<file path="config.mk">
export PLATFORM = sky130hd
export DESIGN_NAME = keypad_emulator
export DESIGN_NICKNAME = d
export VERILOG_FILES = /design/src/rtl/keypad_emulator.sv
export SDC_FILE = /design/constraint.sdc
export NUM_CORES = 1
export LEC_CHECK = 0
export CORE_ASPECT_RATIO = 0.8
export CORE_MARGIN = 1
export CORE_UTILIZATION = 45
export CTS_CLUSTER_DIAMETER = 150
export DETAILED_ROUTE_END_ITERATION = 6
export GPL_TIMING_DRIVEN = 0
export SYNTH_ARGS = -nofsm -noshare
export SYNTH_HDL_FRONTEND = slang
export SYNTH_SLANG_ARGS = --single-unit
export TNS_END_PERCENT = 20
</file>
<file path="constraint.sdc">
create_clock -name clk -period 3.8 [get_ports clk]
set_clock_uncertainty 0.05 [all_clocks]
set_input_delay 0.57 -clock clk [delete_from_list [all_inputs] [get_ports clk]]
set_output_delay 0.57 -clock clk [all_outputs]
set_load 0.03 [all_outputs]
</file>
<file path="src/rtl/keypad_emulator.sv">
// ----------------------------------------------------------------------------
// keypad_emulator
//   Responder side of a 4x4 matrix keypad. Watches the scanner's active-low
//   row drive and pulls the matching column low while the modelled switch of
//   the requested key is closed. Each press runs through contact bounce, a
//   clean hold, release bounce and a forced open gap before the next press.
//
// Ports
//   clk          in   system clock
//   rst          in   asynchronous reset, active-high
//   fila[3:0]    in   row drive from the scanner, one-hot active-low
//   columna[3:0] out  column sense to the scanner, active-low, idle 4'hF
//   press_req    in   request one press of press_key
//   press_key    in   key index = row*4 + col
//   press_ready  out  high while idle; request accepted on req && ready
//   press_done   out  one-cycle pulse when the press cycle completes
//   contact      out  modelled switch state (1 = closed)
// ----------------------------------------------------------------------------
module keypad_emulator #(
    parameter int unsigned HOLD_CYCLES   = 1_000_000,
    parameter int unsigned BOUNCE_CYCLES = 50_000,
    parameter int unsigned BOUNCE_PERIOD = 4_096,
    parameter int unsigned GAP_CYCLES    = 500_000,
    parameter int unsigned CNT_W         = 24
) (
    input  logic       clk,
    input  logic       rst,
    input  logic [3:0] fila,
    output logic [3:0] columna,
    input  logic       press_req,
    input  logic [3:0] press_key,
    output logic       press_ready,
    output logic       press_done,
    output logic       contact
);

    localparam bit               HAS_BOUNCE  = (BOUNCE_CYCLES != 0);
    localparam logic [CNT_W-1:0] HOLD_LAST   = CNT_W'(HOLD_CYCLES - 1);
    localparam logic [CNT_W-1:0] GAP_LAST    = CNT_W'(GAP_CYCLES - 1);
    localparam logic [CNT_W-1:0] PER_LAST    = CNT_W'(BOUNCE_PERIOD - 1);
    localparam logic [CNT_W-1:0] BOUNCE_LAST =
        HAS_BOUNCE ? CNT_W'(BOUNCE_CYCLES - 1) : '0;

    typedef enum logic [2:0] {
        StIdle,
        StBounceIn,
        StHold,
        StBounceOut,
        StGap
    } state_t;

    state_t           r_state;
    logic [CNT_W-1:0] r_cnt;      // cycles spent in the current phase
    logic [CNT_W-1:0] r_per;      // cycles since the last contact toggle
    logic [3:0]       r_key;
    logic             r_contact;
    logic             r_ready;
    logic             r_done;

    always_ff @(posedge clk or posedge rst) begin
        if (rst) begin
            r_state   <= StIdle;
            r_cnt     <= '0;
            r_per     <= '0;
            r_key     <= 4'h0;
            r_contact <= 1'b0;
            r_ready   <= 1'b1;
            r_done    <= 1'b0;
        end else begin
            r_done <= 1'b0;
            unique case (r_state)
                StIdle: begin
                    if (press_req && r_ready) begin
                        r_key     <= press_key;
                        r_ready   <= 1'b0;
                        r_cnt     <= '0;
                        r_per     <= '0;
                        r_contact <= 1'b1;
                        r_state   <= HAS_BOUNCE ? StBounceIn : StHold;
                    end
                end
                StBounceIn, StBounceOut: begin
                    if (r_cnt == BOUNCE_LAST) begin
                        r_cnt <= '0;
                        // Bounce in settles closed, bounce out settles open.
                        r_contact <= (r_state == StBounceIn);
                        r_state   <= (r_state == StBounceIn) ? StHold : StGap;
                    end else begin
                        r_cnt <= r_cnt + 1'b1;
                        if (r_per == PER_LAST) begin
                            r_per     <= '0;
                            r_contact <= ~r_contact;
                        end else begin
                            r_per <= r_per + 1'b1;
                        end
                    end
                end
                StHold: begin
                    if (r_cnt == HOLD_LAST) begin
                        r_cnt     <= '0;
                        r_per     <= '0;
                        r_contact <= 1'b0;
                        r_state   <= HAS_BOUNCE ? StBounceOut : StGap;
                    end else begin
                        r_cnt <= r_cnt + 1'b1;
                    end
                end
                StGap: begin
                    if (r_cnt == GAP_LAST) begin
                        r_cnt   <= '0;
                        r_done  <= 1'b1;
                        r_ready <= 1'b1;
                        r_state <= StIdle;
                    end else begin
                        r_cnt <= r_cnt + 1'b1;
                    end
                end
                default: r_state <= StIdle;
            endcase
        end
    end

    // Only the requested key's column answers, and only while its row is driven.
    always_comb begin
        columna = 4'hF;
        if (r_contact && !fila[r_key[3:2]]) begin
            columna[r_key[1:0]] = 1'b0;
        end
    end

    assign press_ready = r_ready;
    assign press_done  = r_done;
    assign contact     = r_contact;

endmodule

</file>
# Yosys cells after proc, flatten, opt, wreduce, memory -nomap -nowiden
# Index checks and enable logic that the tools add are counted.
# totals
register_bits	58
latch_bits	0
ramBits	0
romBits	0
inputBits	11
output_inout_bits	7
elab_cells	73
mem_count	0
# classes
addsub	2
n_mul	0
n_div	0
n_lt_le_gt_ge	3
eq_ne	14
shifts	0
mux	30
bitwise_logic	2
reduce_logical	15
# ops
cell	n
24-bit two-way mux	7
24-bit one-hot mux with 4 select lines	1
24-bit one-hot mux with 3 select lines	1
24-bit by 1-bit adder with 24-bit output (second input constant)	2
24-bit by 12-bit == test with 1-bit output (second input constant)	1
24-bit by 16-bit == test with 1-bit output (second input constant)	1
24-bit by 19-bit == test with 1-bit output (second input constant)	1
24-bit by 20-bit == test with 1-bit output (second input constant)	1
3-bit two-way mux	5
3-bit one-hot mux with 4 select lines	1
4-bit AND reduction	3
1-bit two-way mux	10
2-bit inequality test (second input constant)	5
3-bit by 2-bit == test with 1-bit output (second input constant)	2
2-bit by 3-bit < comparator with 1-bit output (second input constant)	2
4-bit two-way mux	1
4-bit NOT	1
2-bit AND reduction	2
4-bit nonzero test	1
3-bit by 1-bit == test with 1-bit output (second input constant)	1
3-bit == test (second input constant)	1
1-bit logical AND	3
3-bit zero test	1
3-bit inequality test (second input constant)	1
other kinds (11)	11

# Longest topological paths before layout
# Gate-level depths: netlist (run 1).
# logic_depth
word_depth	6
depth_mapped	9

# Worst setup path after synthesis (run 1)
# Ideal clock, no wire load.
# synth_path
path_kind	input-to-output
start	in fila[3]
end	out columna[0]
t_arrival_ns	1.444
required_time_ns	3.180
slack_ns	1.736
stages	3
n_path_buf	0
cell_sequence	mux4_2 nor3_1 nand2b_1
# synth_via
elab_chain_cells	5
# synth_rtl
item	line_no	rtl
from (decl)	28	input logic [3:0] fila,
1-bit binary-select mux with 2-bit select	126	if (r_contact && !fila[r_key[3:2]]) begin
1-bit two-way mux (not written as such)	126	
1-bit zero test	126	
1-bit logical AND	126	
4-bit two-way mux	126	
to (decl)	29	output logic [3:0] columna,
# No other way between the ends. The select of a mux whose other input is x is not followed.

# Final worst setup path (run 1)
# layout_path
start	in fila[2]
end	out columna[0]
# Same word-level chain as after synthesis.

==> impl_metrics.ini, run 1 <==
[status]
outcome = completed

[drt]
ant_nets = 0
drtIter0Drc = 269
wirelength_mm = 10.1
vias_per_cell = 6.33
routedWlPerCell_microns = 18.7
drc_errors = 0
drt_first_pass_iters = 5
vias = 3420

[logic_synthesis]
synth.mux.area_fraction_pct = 3.23
ys_seq_elements = 58
synth_edf_count = 0
yosys_warnings = 0
syn_area_sq_um = 3640
avgSynthCellArea_sq_um = 9.08
synth_xor_area_share_pct = 1.68
synth-compound-area-share_pct = 19.0
synth-seq-area-share_pct = 39.9
syn_nets = 414
synth_top_family_by_area = simple AND/OR/NAND/NOR gates
synth-main-ff-cell = dfrtp_1
synth_cells = 401
async_flop_share_pct = 100
synth_cell_type_count = 71
synthSimpleGateAreaFrac_pct = 30.7
synth_fa_ha_area_share_pct = 0.687

[die]
die_h_microns = 82.5
io_pins = 18
placementRows = 28
die_w_microns = 103
core_sq_um = 7600
start_util_pct = 47.9
dieArea_sq_um = 8460

[placement]
place_congestion = 0.851
io_buffers = 17
hpwl_mm = 7.02
post-place-ws_ns = 0.828
dpl_cell_area_sq_um = 3960
placed_cells = 524

[final_layout]
drive_gt1_share_pct = 13.6
final_cell_mix = dfrtp_1, nand2_1, nor2_1, o21ai_0, nand3_1
final_cells = 540
syn_to_final_growth_pct = 15.7
antenna_cells = 0
final_common_cell = dfrtp_1
nNetsFinal = 443
nFillCells = 698
fin_area_sq_um = 4220

[setup_path]
crit_type = in -> out
rr_startpoint = r_cnt[0]
required_ns = 3.18
crit_path_start_kind = primary input
r2r_end = r_per[14]
path_max_fanout = 2
end_kind = output pin
critPathLaunch = fila[2]
r2r_cells = 7
rrSetupSlack_ns = 1.21
endpoint = columna[0]
crit_arrival_ns = 2.36

[sta]
hold_violations = 0
slew_headroom_pct = 49.8
whs_ns = 0.446
worst_pin_slew_ns = 0.747
rsz0062_at_grt = false
fin_crit_ns = 2.98
setup_viol = 0
period_share_pct = 78.4
fin_ws_ns = 0.819
slew_viol_final = 0
fmax_mhz = 335
fin_tns_setup_ns = 0

[flow_run]
drv_cap = 0

[clock_tree]
h-tree-depth = 3
clkSinkCount = 58
clk_latency_ns = 0.36
cts_hold_buf = 0
cts_made_buffers = 9
cts_tree = yes
root_buffer = clkbuf_8
clk_pin_slew_ns = 0.06
cts_buffer_depth = 2
post_cts_buffers = 0
post_cts_resized = 0

[global_route]
antenna_found_initial = 0
grt_usage_pct = 26.4
grt_pass1_vias = 3080
grt.overflow.total = 0
grt_pass1_wl_mm = 16.5
grt_start_max_net_pins = 32

[power]
power_density_nw_per_um2 = 491
p_leak_nw = 1.71
max-vdd-ir-drop_mv = 0.245

[min_path]
holdCritPathClass = reg -> reg
[sequential cells by signal, summed over array words and instances (netlist names)]
signal,flops
press_done,1
contact,1
r_cnt,24
press_ready,1
r_per,24
r_key,4
r_state,3
[final cells by class]
type / count / area, sq um / area share (%)
multi-input combinational: 307 / 2010 / 47.8
sequential: 58 / 1450 / 34.5
timing repair buffer: 18 / 190 / 4.51
clock buffer: 11 / 151 / 3.59
tap: 105 / 131 / 3.12
buffer: 24 / 130 / 3.09
clock inverter: 5 / 100 / 2.37
inverter: 12 / 45.0 / 1.07
[cell usage after synthesis (all sizes together), types with 3 or more instances]
master,number,area (sq um)
a211oi,10,75.1
a21oi,6,48.8
a31oi,5,31.3
and2,5,31.3
and3,14,87.6
and4,7,61.3
buf,15,95.1
clkbuf,9,35.0
dfrtp,57,1430
inv,12,45.0
mux2,4,45.0
mux2i,5,50.1
nand2,39,146
nand2b,5,31.3
nand3,24,120
nand4,19,140
nor2,26,97.6
nor3,15,91.3
nor3b,3,22.5
nor4,14,115
o21ai,27,135
o22ai,8,50.1
o31ai,15,113
o32ai,5,43.8
o41ai,3,26.3
or2,5,33.8
or3,3,18.8
xor2,6,52.6
[worst min-delay path by stage]
stage,from,to,depth (start not counted)
after global routing,press_ready,press_ready,2
after detailed placement,press_ready,press_ready,2
after global placement,press_ready,press_ready,2
after floorplan,r_per[21],r_per[21],1
final,press_ready,press_ready,2
after CTS,press_ready,press_ready,2
[cell families (layout without fill, tap and decap cells)]
| logic type | count (synthesis) | after routing |
|---|---|---|
| AO/OA/AOI/OAI | 96 | 96 |
| flip-flops | 58 | 58 |
| buffers and inverters | 36 | 70 |
| AND/OR/NAND/NOR | 192 | 192 |
| multiplexers | 10 | 10 |
| adder cells (fa/ha/maj) | 2 | 2 |
| XOR/XNOR | 7 | 7 |
[per-layer routing]
metal / vias to the layer above / track usage, % / routed length [microns]
met2: 154 / 34.8 / 3980
met1: 1656 / 41.0 / 5020
met3: 9 / 7.41 / 976
met4: 0 / 7.14 / 102
met5: - / 0 / 0
li1: 1601 / - / -
[power breakdown]
part           switching [W]  internal, W
sequential          0.000168     0.000749
combinational       0.000223     0.000193
clock               0.000268     0.000469
[stage by stage]
| stage | utilization [%] | total power, W |
|---|---|---|
| finish | 55.4 | 0.00207 |
| global route | 55.4 | 0.00219 |
| CTS | 55.4 | 0.00208 |
| detailed placement | 52.1 | 0.00133 |
| global placement | 51.9 | 0.00132 |
| floorplan | - | 0.00119 |
[worst max-delay path, stage by stage]
cell,delay (ns)
clkdlybuf4s50_1,0.40
mux4_2,0.47
nor3_1,0.23
nand2b_1,0.09
clkdlybuf4s50_1,0.59
Power figures use the tool's default switching activity.
==> run 2: changes to the inputs <==
Clock period 3.8 ns to 3 ns, I/O delays scaled along.
==> results of run 2 <==
The final DEF is identical to that of run 1. Status: completed.
Main changes from that run: setup slack after placement 0.828 ns -> 0.268 ns; clock-pin slew on the worst setup and hold paths 0.06 ns -> 0.08 ns; setup slack after layout 0.819 ns -> 0.259 ns; hold slack 0.446 ns -> 0.445 ns; register-to-register setup slack 1.21 ns -> 0.41 ns; total power 0.00207 W -> 0.00262 W; worst IR drop on VDD 0.245 mV -> 0.310 mV
==> run 3: changes to the inputs <==
Settings changed: SLEW_MARGIN set to 15.
==> impl_metrics.ini, run 3 (synthesis gave the netlist of run 1 again) <==
[status]
outcome = completed

[min_path]
holdCritPathClass = reg -> reg
hp-start = press_ready
whs_path_depth = 2
worstHoldEndpoint = press_ready

[drt]
wl_met2_mm = 3.89
wl_met3_microns = 672
ant_nets = 0
drtIter0Drc = 217
drt_first_pass_iters = 4
routedWlPerCell_microns = 18.7
vias = 3410
wirelength_mm = 10.1
wl_met1_mm = 5.43
drc_errors = 0
vias_per_cell = 6.33
routed.top_layer = met4

[power]
power_density_nw_per_um2 = 566
p_comb_share_pct = 22.5
p_sw_w = 0.000816
pwr-share-seq_pct = 49.9
p_sw_share_pct = 35.1
clockPowerShare_pct = 27.6
finalPower_w = 0.00233
p_leak_nw = 1.66
max-vdd-ir-drop_mv = 0.314
power.internal_w = 0.00151

[sta]
slew_headroom_pct = 49.5
slew_viol_final = 0
whs_ns = 0.455
setup_viol = 0
worst_pin_slew_ns = 0.751
period_share_pct = 90.9
fmax_mhz = 367
hold_violations = 0
fin_crit_ns = 2.73
rsz0062_at_grt = false
fin_ws_ns = 0.272

[clock_tree]
clkSinkCount = 58
root_buffer = clkbuf_8
cts_buffer_depth = 2
post_cts_buffers = 0
clk_pin_slew_ns = 0.06
clk_latency_ns = 0.34
cts_made_buffers = 9
cts_hold_buf = 0
h-tree-depth = 3
post_cts_resized = 0
cts_tree = yes

[final_layout]
syn_to_final_growth_pct = 12.8
final_cell_mix = dfrtp_1, nand2_1, nor2_1, o21ai_0, nand3_1
final_common_cell = dfrtp_1
reg.largest.list = r_cnt: 24 flops, r_per: 24 flops, r_key: 4 flops
nNetsFinal = 442
antenna_cells = 0
fin_area_sq_um = 4110
drive_gt1_share_pct = 12.7

[setup_path]
crit_type = in -> out
path_max_fanout = 2
crit_arrival_ns = 2.23
crit_path_start_kind = primary input
required_ns = 2.50
end_kind = output pin
r2r_end = r_per[14]
r2r_cells = 7
rr_startpoint = r_cnt[0]
rrSetupSlack_ns = 0.43

[die]
start_util_pct = 47.9
core_sq_um = 7600
placementRows = 28
dieArea_sq_um = 8460
die_h_microns = 82.5
die_w_microns = 103
io_pins = 18

[global_route]
grt_pass1_vias = 3012
grt_usage_pct = 25.7
grt.overflow.total = 0
antenna_found_initial = 0
grt_start_max_net_pins = 59
grt_pass1_wl_mm = 16.2

[placement]
io_buffers = 17
post-place-ws_ns = 0.281
place_congestion = 0.851
dpl_cell_area_sq_um = 3950
hpwl_mm = 6.89

[flow_run]
drv_cap = 0
## run 3: routing by layer
layer / track usage, % / up-vias
li1: - / 1596
met1: 41.6 / 1679
met2: 33.2 / 124
met3: 5.47 / 11
met4: 7.14 / 0
met5: 0 / -
## run 3: power by group through the flow
stage / Combinational [W] / Sequential [W] / Clock, W
floorplan: 0.000376 / 0.00113 / 0
global placement: 0.000508 / 0.00116 / 0
detailed placement: 0.000524 / 0.00117 / 0
CTS: 0.000524 / 0.00116 / 0.000661
global route: 0.000591 / 0.00119 / 0.000680
finish: 0.000523 / 0.00116 / 0.000642
## run 3: per-stage QoR
step	std cells	util (%)	TNS (ns)
after floorplan	401	-	0
after global placement	523	51.9	-4.81
after detailed placement	523	51.9	0
after CTS	539	54.1	0
after global routing	539	54.1	0
final	539	54.1	0
## run 3: how the worst max path moves through the flow
stage | end | depth (start not counted) | startpoint
6_report | columna[0] | 5 | fila[2]
5_1_grt | columna[2] | 5 | fila[3]
4_1_cts | columna[0] | 5 | fila[2]
3_5_place_dp | columna[2] | 5 | fila[2]
3_3_place_gp | r_cnt[10] | 2 | rst
2_1_floorplan | r_per[14] | 7 | r_cnt[0]
## run 3: worst max-delay path: stages
cell	delay (ns)
clkdlybuf4s50_1	0.40
mux4_2	0.47
nor3_1	0.22
nand2b_1	0.09
clkdlybuf4s50_1	0.60
## run 3: area by class of cell
cell class                 instances  area, sq um
buffer                            24          130
fill                             703         3490
multi-input combinational        307         2010
inverter                          12         47.5
clock buffer                      13          149
clock inverter                     3         15.0
sequential                        58         1450
tap                              105          131
timing repair buffer              17          170
